<file path="src/rtl/clk_enable_gen_if.sv">
// Control and output bundle for clk_enable_gen: pause/realign controls,
// the divisor write port, and the per-channel tick and square outputs.
interface clk_enable_gen_if #(
  parameter int NUM_CH = 4,
  parameter int CNT_W  = 27
);
  localparam int SEL_W = (NUM_CH > 1) ? $clog2(NUM_CH) : 1;

  logic              run;
  logic              clr;
  logic              div_wr;
  logic [SEL_W-1:0]  div_sel;
  logic [CNT_W-1:0]  div_val;
  logic [NUM_CH-1:0] tick;
  logic [NUM_CH-1:0] sq;

  modport master (
    output run, clr, div_wr, div_sel, div_val,
    input  tick, sq
  );

  modport slave (
    input  run, clr, div_wr, div_sel, div_val,
    output tick, sq
  );
endinterface

</file>
<file path="src/rtl/clk_enable_gen.sv">
// Multi-channel tick-enable generator: per-channel divide-by-D single-cycle
// ticks and 50% square outputs, with shadowed divisors, pause and realign.
module clk_enable_gen #(
  parameter int                      NUM_CH   = 4,
  parameter int                      CNT_W    = 27,
  parameter logic [NUM_CH*CNT_W-1:0] DIV_INIT = {27'd25_000_000, 27'd200_000,
                                                 27'd50_000_000, 27'd100_000_000}
) (
  input  logic             master_clk,
  input  logic             rst_n,
  clk_enable_gen_if.slave  bus
);
  localparam int SEL_W = (NUM_CH > 1) ? $clog2(NUM_CH) : 1;

  logic [CNT_W-1:0]  count_q  [NUM_CH];
  logic [CNT_W-1:0]  count_d  [NUM_CH];
  logic [CNT_W-1:0]  shadow_q [NUM_CH];
  logic [CNT_W-1:0]  shadow_d [NUM_CH];
  logic [CNT_W-1:0]  active_q [NUM_CH];
  logic [CNT_W-1:0]  active_d [NUM_CH];
  logic [CNT_W-1:0]  div_eff  [NUM_CH];
  logic [NUM_CH-1:0] tick_q, tick_d;
  logic [NUM_CH-1:0] sq_q, sq_d;
  logic [NUM_CH-1:0] wrap;

  // NOTE: every signal gets its hold/default value before any branch, so no
  // path through this block leaves a variable unassigned and no latch is inferred.
  always_comb begin
    for (int i = 0; i < NUM_CH; i++) begin
      shadow_d[i] = (bus.div_wr && (bus.div_sel == SEL_W'(i))) ? bus.div_val : shadow_q[i];
      div_eff[i]  = (active_q[i] == '0) ? CNT_W'(1) : active_q[i];
      wrap[i]     = (count_q[i] == div_eff[i] - CNT_W'(1));

      count_d[i]  = count_q[i];
      tick_d[i]   = 1'b0;
      sq_d[i]     = sq_q[i];
      active_d[i] = active_q[i];

      if (bus.clr) begin
        count_d[i]  = '0;
        sq_d[i]     = 1'b0;
        active_d[i] = shadow_d[i];
      end else if (!bus.run) begin
        count_d[i]  = count_q[i];
      end else if (wrap[i]) begin
        // A divisor written in this same cycle takes effect at this wrap.
        count_d[i]  = '0;
        tick_d[i]   = 1'b1;
        sq_d[i]     = ~sq_q[i];
        active_d[i] = shadow_d[i];
      end else begin
        count_d[i]  = count_q[i] + CNT_W'(1);
      end
    end
  end

  // NOTE: state registers use non-blocking assignments so every register
  // samples the pre-edge values, independent of statement order.
  always_ff @(posedge master_clk or negedge rst_n) begin
    if (!rst_n) begin
      for (int i = 0; i < NUM_CH; i++) begin
        count_q[i]  <= '0;
        shadow_q[i] <= DIV_INIT[i*CNT_W +: CNT_W];
        active_q[i] <= DIV_INIT[i*CNT_W +: CNT_W];
      end
      tick_q <= '0;
      sq_q   <= '0;
    end else begin
      for (int i = 0; i < NUM_CH; i++) begin
        count_q[i]  <= count_d[i];
        shadow_q[i] <= shadow_d[i];
        active_q[i] <= active_d[i];
      end
      tick_q <= tick_d;
      sq_q   <= sq_d;
    end
  end

  assign bus.tick = tick_q;
  assign bus.sq   = sq_q;
endmodule

</file>
<file path="src/flat_wrapper.sv">
// flat-port wrapper written by rule: the top's interface ports become plain ports
module clk_enable_gen_flat 
#(
  parameter int                      NUM_CH   = 4,
  parameter int                      CNT_W    = 27,
  parameter logic [NUM_CH*CNT_W-1:0] DIV_INIT = {27'd25_000_000, 27'd200_000,
                                                 27'd50_000_000, 27'd100_000_000}
)
  (master_clk, rst_n, bus_run, bus_clr, bus_div_wr, bus_div_sel, bus_div_val, bus_tick, bus_sq);
  clk_enable_gen_if #(.NUM_CH(NUM_CH), .CNT_W(CNT_W)) bus_i ();
  input  logic master_clk;
  input  logic rst_n;
  input wire logic [$bits(bus_i.run)-1:0] bus_run;
  input wire logic [$bits(bus_i.clr)-1:0] bus_clr;
  input wire logic [$bits(bus_i.div_wr)-1:0] bus_div_wr;
  input wire logic [$bits(bus_i.div_sel)-1:0] bus_div_sel;
  input wire logic [$bits(bus_i.div_val)-1:0] bus_div_val;
  output wire logic [$bits(bus_i.tick)-1:0] bus_tick;
  output wire logic [$bits(bus_i.sq)-1:0] bus_sq;
  assign bus_i.run = bus_run;
  assign bus_i.clr = bus_clr;
  assign bus_i.div_wr = bus_div_wr;
  assign bus_i.div_sel = bus_div_sel;
  assign bus_i.div_val = bus_div_val;
  assign bus_tick = bus_i.tick;
  assign bus_sq = bus_i.sq;
  clk_enable_gen #(.NUM_CH(NUM_CH), .CNT_W(CNT_W), .DIV_INIT(DIV_INIT)) u_core (.master_clk(master_clk), .rst_n(rst_n), .bus(bus_i));
endmodule
</file>
<file path="config.mk">
export PLATFORM = sky130hd
export DESIGN_NAME = clk_enable_gen_flat
export DESIGN_NICKNAME = d
export VERILOG_FILES = /design/src/rtl/clk_enable_gen_if.sv /design/src/rtl/clk_enable_gen.sv /design/src/flat_wrapper.sv
export SDC_FILE = /design/constraint.sdc
export NUM_CORES = 1
export LEC_CHECK = 0
export BUFFER_PORTS_ARGS = -buffer_cell sky130_fd_sc_hd__buf_4
export CORE_MARGIN = 5
export CORE_UTILIZATION = 60
export CTS_BUF_LIST = sky130_fd_sc_hd__clkbuf_16
export CTS_CLUSTER_SIZE = 14
export DETAILED_ROUTE_END_ITERATION = 6
export PLACE_DENSITY = 0.75
export SLEW_MARGIN = 20
export SYNTH_ARGS = -nofsm -noshare
export SYNTH_HDL_FRONTEND = slang
export SYNTH_SLANG_ARGS = --single-unit
</file>
<file path="constraint.sdc">
create_clock -name master_clk -period 7 [get_ports master_clk]
set_input_delay 1.05 -clock master_clk [delete_from_list [all_inputs] [get_ports master_clk]]
set_output_delay 1.05 -clock master_clk [all_outputs]
set_load 0.05 [all_outputs]
</file>
==> results.yml, run 1 <==
timing:
  clock_skew_ns: 0.0119
  max_freq_ghz: 0.170
  tightest_slew_ns: 1.05
  hold_viol: 0
  finalSetupTns_ns: 0
  min_period_ns: 5.87
  rsz0062_at_grt: "false"
  min_period_over_period_pct: 83.9
  drv_slew: 0
  finalSetupViolations: 0
  slew-limit-headroom_pct: 29.7
yosys:
  postSynthAreaPerCell_um2: 10.7
  synth_edf_count: 0
  synthTopCellsByArea: "dfrtp_1, dfstp_2, mux2_2"
  syn_inst: 1672
  async_flop_share_pct: 100
  syn_nets: 1714
  netlist_area_um2: 17900
  yosysWarnings: 0
  yosys.area.top_type: "dfrtp_1"
  synth_top_area_share_pct: 34.6
  synth_seq_cells: 332
  yosysSeqAreaShare_pct: 46.9
  netlist-cell-type-count: 83
  ys.flop_type: "dfrtp_1"
power_and_ir_drop:
  p_total_mw: 5.44
  p_seq_share_pct: 47.3
  p_int_mw: 3.88
  swShare_pct: 28.6
  p_comb_share_pct: 18.1
  p_switching_mw: 1.55
  ir_worst_vdd_v: 0.000161
  clockPowerShare_pct: 34.6
  p_leak_nw: 7.85
  power.density_nw_per_um2: 276
layout:
  n_antenna_cell: 0
  layout_commonest_cell: "dfrtp_1"
  fin_nets: 1735
  utilization_pct: 66.5
  drive_gt1_share_pct: 21.8
  area_growth_pct: 9.69
  post_layout_nonfiller_instances: 2109
  layout_common_cells: "dfrtp_1, nor2_1, mux2_2, xor2_1, xnor2_1"
die:
  rows: 63
  die_y_um: 183
  die_w_um: 183
  start_util_pct: 60.7
  core-area_um2: 29600
  die-area_um2: 33400
  io_pins: 42
clock_tree:
  cts_buffers: 35
  path_clk_slew_ns: 0.06
  cts_resized: 0
  cts_buffer_depth: 3
  cts_setup_buffers: 0
  cts_sinks: 332
  cts_hold_buf: 0
  htreeDepth: 2
  clk_latency_ns: 0.52
  root_buffer: "clkbuf_16"
  cts_tree: "done"
worst_setup_path:
  worst_setup_path_end_kind: "flop"
  r2r_setup_slack_ns: 1.13
  cp.required_ns: 7.40
  ff2ff_path_depth: 13
  crit_type: "flop to flop"
  endpoint: "u_core.count_q[47]"
  worstPathArrival_ns: 6.27
  crit_path_start_kind: "flop"
  reg2reg_to: "u_core.count_q[47]"
  worstSetupStartpoint: "u_core.active_q[33]"
  crit_fanout: 31
  r2r-start: "u_core.active_q[33]"
run:
  cap_violations: 0
worst_hold_path:
  whs_path_depth: 1
  hold_class: "flop to flop"
outcome:
  status: "finished, final reports clean"
place:
  gp_congestion: 0.963
  port_buffers: 41
  hpwl_um: 29700
  placedCellCount: 2046
drt:
  detail_route.iter0.violations: 1020
  vias: 12929
  via_per_inst: 6.13
  ant_nets: 0
  wirelength_um: 42900
  first_pass_iters: 5
  route.detailed.drc: 0
  wl_per_cell_um: 20.3
global_route:
  grt_pass1_vias: 12797
  grt_usage_pct: 25.6
  grt_first_pass_wirelength_um: 69000
  gr-total-overflow: 0
  antenna_found_initial: 3
  grt_max_degree: 163
## critical path, cell delays in order (launching register included)
cell	delay (ns)
dfstp_2	0.57
or4_1	0.31
nor2_1	0.14
a41oi_1	0.42
ha_1	0.28
or4b_2	0.69
nor4_1	0.54
a21oi_1	0.18
a311o_1	0.34
or4b_1	0.46
or4_4	0.54
o21ai_4	0.83
buf_4	0.34
nor2_1	0.09
## stage by stage
step | setup slack (ns) | area, um2 | hold slack (ns)
after global routing | 0.741 | 19700 | 0.502
after detailed placement | 1.16 | 18500 | 0.480
after CTS | 1.15 | 19700 | 0.493
after global placement | 1.40 | 18500 | 0.474
final | 1.13 | 19700 | 0.493
after floorplan | 2.24 | 17900 | 0.467
## cell families after synthesis
family                   Yosys count  synth area share, %
AO/OA/AOI/OAI                    138                 5.73
XOR/XNOR                         211                 10.3
adder cells (fa/ha/maj)            8                0.558
buffers and inverters            100                 2.54
flip-flops                       332                 46.9
multiplexers                     233                 14.6
AND/OR/NAND/NOR                  650                 19.4
## cells in the mapped netlist, types with 4 or more instances
cell type,number
or3_1,28
dfstp_2,84
nand3_1,59
nor4_2,4
nor3_1,46
nor4_1,34
nand2_1,86
mux2i_1,11
nand2b_1,16
o21ai_0,16
o31ai_1,13
o41ai_1,6
buf_4,11
nand4_1,40
buf_2,13
nor3b_1,6
xnor2_1,104
a211oi_1,7
dfrtp_1,248
and2_1,8
and3_1,29
nor2_1,184
xor2_1,107
nor2b_1,13
ha_1,8
mux2_1,68
or2_2,14
a21oi_1,31
inv_1,27
nor4b_1,14
a2111oi_0,4
o311ai_0,6
buf_1,4
clkbuf_1,40
a31oi_1,9
nand3b_1,14
nand4b_1,7
mux2_2,154
or4_1,29
## how the worst min path moves through the flow
stage	from	end	slack, ns
6_report	u_core.shadow_q[59]	u_core.shadow_q[59]	0.49
5_1_grt	u_core.shadow_q[15]	u_core.shadow_q[15]	0.50
4_1_cts	u_core.shadow_q[45]	u_core.shadow_q[45]	0.49
3_5_place_dp	u_core.shadow_q[54]	u_core.shadow_q[54]	0.48
3_3_place_gp	u_core.shadow_q[0]	u_core.shadow_q[0]	0.47
2_1_floorplan	u_core.shadow_q[0]	u_core.shadow_q[0]	0.47
## routing by layer
| metal | wire length (um) | track usage (%) |
|---|---|---|
| met5 | 21 | 0 |
| met4 | 1230 | 7.87 |
| met3 | 2250 | 4.20 |
| met2 | 20300 | 41.9 |
| met1 | 19000 | 35.4 |
## final cells by class
| cell class | instances | area (um2) |
|---|---|---|
| Fill cell | 2267 | 9890 |
| Multi-Input combinational cell | 1240 | 9070 |
| Sequential cell | 332 | 8410 |
| Clock buffer | 37 | 926 |
| Tap cell | 390 | 488 |
| Timing Repair Buffer | 55 | 433 |
| Clock inverter | 26 | 233 |
| Inverter | 29 | 109 |
## power groups by stage
stage	Sequential, mW	Clock (mW)	Combinational [mW]
6_report	2.57	1.88	0.983
5_1_grt	2.61	2.00	1.09
4_1_cts	2.56	1.93	0.982
3_5_place_dp	2.59	0	0.972
3_3_place_gp	2.58	0	0.943
2_1_floorplan	2.45	0	0.787
## registers in the layout, summed over array words and instances (netlist names)
signal / cells
u_core.bus.tick: 4
u_core.active_q: 108
u_core.shadow_q: 108
u_core.bus.sq: 4
u_core.count_q: 108
No activity file was read; power rests on OpenSTA's default activity.
==> run 2, diff against run 1 <==
==> constraint.sdc (replaced) <==
create_clock -name master_clk -period 5.8 [get_ports master_clk]
set_input_delay 0.87 -clock master_clk [delete_from_list [all_inputs] [get_ports master_clk]]
set_output_delay 0.87 -clock master_clk [all_outputs]
set_load 0.05 [all_outputs]
==> run 2 against run 1 <==
Combinational power grew 21%. Sequential power grew 21%. Setup slack lost 0.66 ns. First-iteration DRC count shrank 16%. Critical path type unchanged. Critical endpoint is now u_core.active_q[29]. Highest routed layer is now met4.
==> results.yml, run 2 (same netlist as run 1, synthesis figures left out) <==
outcome:
  status: "finished, final reports clean"
timing:
  drv_slew: 0
  min_period_over_period_pct: 91.8
  min_period_ns: 5.33
  worst_slack_ns: 0.474
  hold_viol: 0
  clock_skew_ns: 0.0135
  max_freq_ghz: 0.188
  hold_ws_ns: 0.342
  tightest_slew_ns: 1.00
  finalSetupViolations: 0
  finalSetupTns_ns: 0
  rsz0062_at_grt: "false"
  slew-limit-headroom_pct: 32.7
place:
  hpwl_um: 29700
  port_buffers: 41
  postPlaceCellArea_um2: 18600
  placedCellCount: 2051
  place_ws_ns: 0.315
  gp_congestion: 0.925
clock_tree:
  cts_buffer_depth: 3
  cts_buffers: 35
  root_buffer: "clkbuf_16"
  htreeDepth: 2
  cts_hold_buf: 0
  cts_sinks: 332
  clk_latency_ns: 0.52
  cts_tree: "done"
  path_clk_slew_ns: 0.07
  cts_setup_buffers: 0
layout:
  fin_nets: 1740
  top_regs: "u_core.active_q x108, u_core.count_q x108, u_core.shadow_q x108"
  drive_gt1_share_pct: 22.2
  post-route-cell-area_um2: 19600
  layout_commonest_cell: "dfrtp_1"
  post_layout_nonfiller_instances: 2116
  area_growth_pct: 9.41
  layout_common_cells: "dfrtp_1, nor2_1, mux2_2, xor2_1, xnor2_1"
  utilization_pct: 66.4
power_and_ir_drop:
  p_int_mw: 4.47
  p_leak_nw: 7.80
  p_total_mw: 6.35
  p_seq_share_pct: 48.8
  swShare_pct: 29.6
  p_switching_mw: 1.88
  p_comb_share_pct: 18.7
  clockPowerShare_pct: 32.4
  ir_worst_vdd_v: 0.000277
  power.density_nw_per_um2: 324
die:
  rows: 63
  die_w_um: 183
  io_pins: 42
  die-area_um2: 33400
  core-area_um2: 29600
  die_y_um: 183
  start_util_pct: 60.7
drt:
  wl_per_cell_um: 20.0
  route.detailed.drc: 0
  vias: 12699
  first_pass_iters: 5
  wirelength_um: 42300
  via_per_inst: 6.00
  ant_nets: 0
  detail_route.iter0.violations: 853
worst_setup_path:
  ff2ff_path_depth: 13
  worstPathArrival_ns: 5.72
  crit_type: "flop to flop"
  r2r-start: "u_core.active_q[33]"
  cpPeakStageDelay_ns: 0.69
  path_buf_inv: 1
  path_cells: "or4_1, nor2_1, a41oi_1, ha_1, or4b_2, nor4_2, a21oi_1, a311o_1, or4b_1, or4_4, o21ai_4, buf_4, mux2_2"
  cp.required_ns: 6.19
  crit_path_start_kind: "flop"
  cp_top_family: "simple AND/OR/NAND/NOR gates"
  crit_path_top_delay_cell: "or4b_2"
  reg2reg_to: "u_core.active_q[29]"
  r2r_setup_slack_ns: 0.47
  crit_fanout: 29
  worst_setup_path_end_kind: "flop"
worst_hold_path:
  hold_class: "primary input to asynchronous set/reset pin"
global_route:
  grt_usage_pct: 25.4
  grt_first_pass_wirelength_um: 68600
  grt_max_degree: 153
  antenna_found_initial: 0
  grt_pass1_vias: 12669
  gr-total-overflow: 0
run:
  cap_violations: 0
## run 2: worst max-delay path by stage
stage | from | endpoint | slack [ns] | depth (start not counted)
after floorplan | u_core.active_q[33] | u_core.active_q[30] | 1.04 | 14
after CTS | u_core.active_q[33] | u_core.active_q[29] | 0.27 | 13
after global routing | u_core.active_q[66] | u_core.active_q[64] | 0.14 | 15
after global placement | u_core.active_q[33] | u_core.active_q[29] | 0.51 | 13
final | u_core.active_q[33] | u_core.active_q[29] | 0.47 | 13
after detailed placement | u_core.active_q[33] | u_core.active_q[29] | 0.31 | 13
## run 2: power groups by stage
stage,Clock [mW],Sequential [mW],Combinational [mW]
floorplan,0,2.96,0.950
CTS,2.11,3.09,1.19
global placement,0,3.11,1.14
global route,2.21,3.15,1.32
finish,2.06,3.10,1.19
detailed placement,0,3.12,1.18
## run 2: what timing repair did
action | CTS | global route
setup endpoints to repair | 0 | 21
resized for setup | 0 | 1
endpoints found under the hold margin | 0 | 0
## run 2: metal layers
layer,track usage [%],up-vias,wire (um)
met5,0,-,0
met4,6.20,0,917
met3,3.75,53,1840
met2,41.9,243,20000
met1,35.9,6349,19500
li1,-,6054,-
## run 2: area by class of cell
| cell class | count | area (um2) |
|---|---|---|
| multi-input cells | 1240 | 9080 |
| inverters | 29 | 109 |
| clock inverters | 26 | 120 |
| diodes | 2 | 5.00 |
| flip-flops and latches | 332 | 8410 |
| clock buffers | 37 | 926 |
| well taps | 390 | 488 |
| repair buffers | 60 | 483 |
| fillers | 2258 | 9940 |
## run 2: worst register-to-register path, stage by stage, from the launching register on
cell and delay [ns]:
dfstp_2 0.56, or4_1 0.32, nor2_1 0.14, a41oi_1 0.43
ha_1 0.28, or4b_2 0.69, nor4_2 0.36, a21oi_1 0.17
a311o_1 0.34, or4b_1 0.48, or4_4 0.55, o21ai_4 0.15
buf_4 0.34, mux2_2 0.39
==> run 3, diff against run 2 <==
--- a/config.mk
+++ b/config.mk
@@ -5,7 +5,9 @@
 export SDC_FILE = /design/constraint.sdc
 export NUM_CORES = 1
 export LEC_CHECK = 0
+export ABC_AREA = 1
 export BUFFER_PORTS_ARGS = -buffer_cell sky130_fd_sc_hd__buf_4
+export CORE_ASPECT_RATIO = 1.5
 export CORE_MARGIN = 5
 export CORE_UTILIZATION = 60
 export CTS_BUF_LIST = sky130_fd_sc_hd__clkbuf_16
==> run 3 against run 2 <==
The run now ends with DRC left. Setup slack improved by 1.0 ns. Flip-flop and latch count did not move. Core utilization fell by 0.73 points. Non-clock buffer count fell by 6. Largest power group unchanged.
==> results.yml, run 3 <==
timing:
  rsz0062_at_grt: "false"
  slew-limit-headroom_pct: 33.4
  max_freq_ghz: 0.234
  drv_slew: 0
  min_period_over_period_pct: 73.8
  tightest_slew_ns: 0.999
  finalSetupViolations: 0
  hold_viol: 0
  finalSetupTns_ns: 0
  clock_skew_ns: 0.0189
  min_period_ns: 4.28
die:
  die-area_um2: 37000
  start_util_pct: 60.7
  die_w_um: 159
  die_y_um: 233
  core-area_um2: 32700
  io_pins: 42
  rows: 81
drt:
  detail_route.iter0.violations: 1375
  wirelength_um: 55700
  first_pass_iters: 7
  ant_nets: 0
  vias: 17450
  route.detailed.drc: 1
  wl_per_cell_um: 18.0
  via_per_inst: 5.63
run:
  cap_violations: 0
global_route:
  grt_first_pass_wirelength_um: 90100
  antenna_found_initial: 0
  grt_usage_pct: 30.7
  gr-total-overflow: 0
  grt_max_degree: 176
  grt_pass1_vias: 17270
clock_tree:
  cts_buffers: 34
  cts_resized: 0
  cts_sinks: 332
  cts_tree: "done"
  htreeDepth: 2
  cts_buffer_depth: 3
  root_buffer: "clkbuf_16"
  cts_setup_buffers: 0
  clk_latency_ns: 0.54
  path_clk_slew_ns: 0.06
  cts_hold_buf: 0
yosys:
  synthSimpleGateAreaFrac_pct: 32.8
  synth_edf_count: 0
  synth_seq_cells: 332
  synth_top_family_by_area: "simple AND/OR/NAND/NOR gates"
  async_flop_share_pct: 100
  synth_compound_area_share_pct: 7.00
  syn_inst: 2652
  yosys.area_share.adder_pct: 0.503
  yosysWarnings: 0
  netlist-cell-type-count: 55
  synth_common_cells: "nand2_1, inv_1, nand3_1, nor2_1, dfrtp_1"
  yosys.area.top_type: "dfrtp_1"
  synth_top_area_share_pct: 31.2
  synth.mux.area_fraction_pct: 0
  synthTopCellsByArea: "dfrtp_1, nand2_1, dfstp_2"
  synth-xor-area-share_pct: 9.67
  syn_nets: 2694
  postSynthAreaPerCell_um2: 7.50
  synth_most_common_cell: "nand2_1"
  netlist_area_um2: 19900
  ys.flop_type: "dfrtp_1"
  yosysSeqAreaShare_pct: 42.3
layout:
  layout_common_cells: "nand2_1, inv_1, nand3_1, nor2_1, dfrtp_1"
  top_regs: "u_core.active_q x108, u_core.count_q x108, u_core.shadow_q x108"
  post-route-cell-area_um2: 21500
  fin_nets: 2700
  utilization_pct: 65.6
  layout_commonest_cell: "nand2_1"
  n_antenna_cell: 0
  n_fill_cell: 2866
  drive_gt1_share_pct: 9.65
  area_growth_pct: 8.07
power_and_ir_drop:
  ir_worst_vdd_v: 0.000247
  p_switching_mw: 2.33
  swShare_pct: 34.1
  p_int_mw: 4.50
  p_leak_nw: 10.3
  clockPowerShare_pct: 32.4
  p_comb_share_pct: 25.1
  p_seq_share_pct: 42.5
  power.density_nw_per_um2: 318
  p_total_mw: 6.83
worst_setup_path:
  cp_top_family: "simple AND/OR/NAND/NOR gates"
  crit_path_start_kind: "flop"
  r2r-start: "u_core.active_q[35]"
  ff2ff_path_depth: 22
  path_depth: 22
  crit_type: "flop to flop"
  crit_fanout: 54
  crit_top_cell: "nand2_1"
  path_cells: "nor2_1, nand2_1, nor2_1, nand2_1, nor2_1, nor2_1, ha_1, nand3_1, nor3_1, nand3_1, nand3b_1, xnor2_1, inv_1, nand2_1, nor2_1, nand2_1, nor2_1, nand2_1, nand2_4, nand2_4, nand2_1, nand2_1"
  worst_setup_path_end_kind: "flop"
  worstPathArrival_ns: 4.71
  path_buf_inv: 1
  r2r_setup_slack_ns: 1.52
  crit_path_top_delay_cell: "dfstp_2"
  cpPeakStageDelay_ns: 0.56
  cp.required_ns: 6.23
  reg2reg_to: "u_core.active_q[39]"
outcome:
  status: "finished, violations left"
  failed_checks: "DRC"
place:
  postPlaceCellArea_um2: 20400
  port_buffers: 41
  gp_congestion: 0.978
  hpwl_um: 41000
worst_hold_path:
  hold_class: "primary input to asynchronous set/reset pin"
[run 3: final cells by class]
class | count | area, um2 | share of cell area (%)
Multi-Input combinational cell | 1951 | 9940 | 46.2
Clock buffer | 37 | 926 | 4.31
Clock inverter | 25 | 193 | 0.897
Inverter | 285 | 1070 | 5.00
Timing Repair Buffer | 54 | 425 | 1.98
Tap cell | 415 | 519 | 2.42
Sequential cell | 332 | 8410 | 39.2
[run 3: logic make-up (layout without fill, tap and decap cells)]
kind of cell,Yosys count,in the layout
AO/OA/AOI/OAI,263,263
XOR/XNOR,217,217
adder cells (fa/ha/maj),8,8
buffers and inverters,369,401
flip-flops,332,332
AND/OR/NAND/NOR,1463,1463
[run 3: metal layers]
metal  part of all wire (%)  global-route usage [%]
met4                    4.6                    12.6
met1                     40                    38.0
met2                     51                    53.5
met5                      0                       0
met3                    4.4                    4.04
[run 3: power groups by stage]
stage / logic (mW) / clock network (mW) / registers [mW]
6_report: 1.71 / 2.21 / 2.90
5_1_grt: 1.94 / 2.36 / 2.93
4_1_cts: 1.70 / 2.26 / 2.90
3_5_place_dp: 1.70 / 0 / 2.93
3_3_place_gp: 1.67 / 0 / 2.93
2_1_floorplan: 1.28 / 0 / 2.85
[run 3: worst max-delay path by stage]
stage	start	to
floorplan	u_core.active_q[99]	u_core.active_q[88]
global placement	u_core.active_q[38]	u_core.active_q[34]
detailed placement	u_core.active_q[38]	u_core.active_q[39]
CTS	u_core.active_q[38]	u_core.active_q[39]
global route	u_core.active_q[35]	u_core.active_q[51]
finish	u_core.active_q[35]	u_core.active_q[39]
[run 3: per-stage QoR]
stage	instances	setup WS [ns]	hold WS [ns]
6_report	3099	1.52	0.330
5_1_grt	3099	1.01	0.388
4_1_cts	3099	1.55	0.351
3_5_place_dp	3037	1.57	0.477
3_3_place_gp	3037	1.65	0.475
2_1_floorplan	2652	2.60	0.449
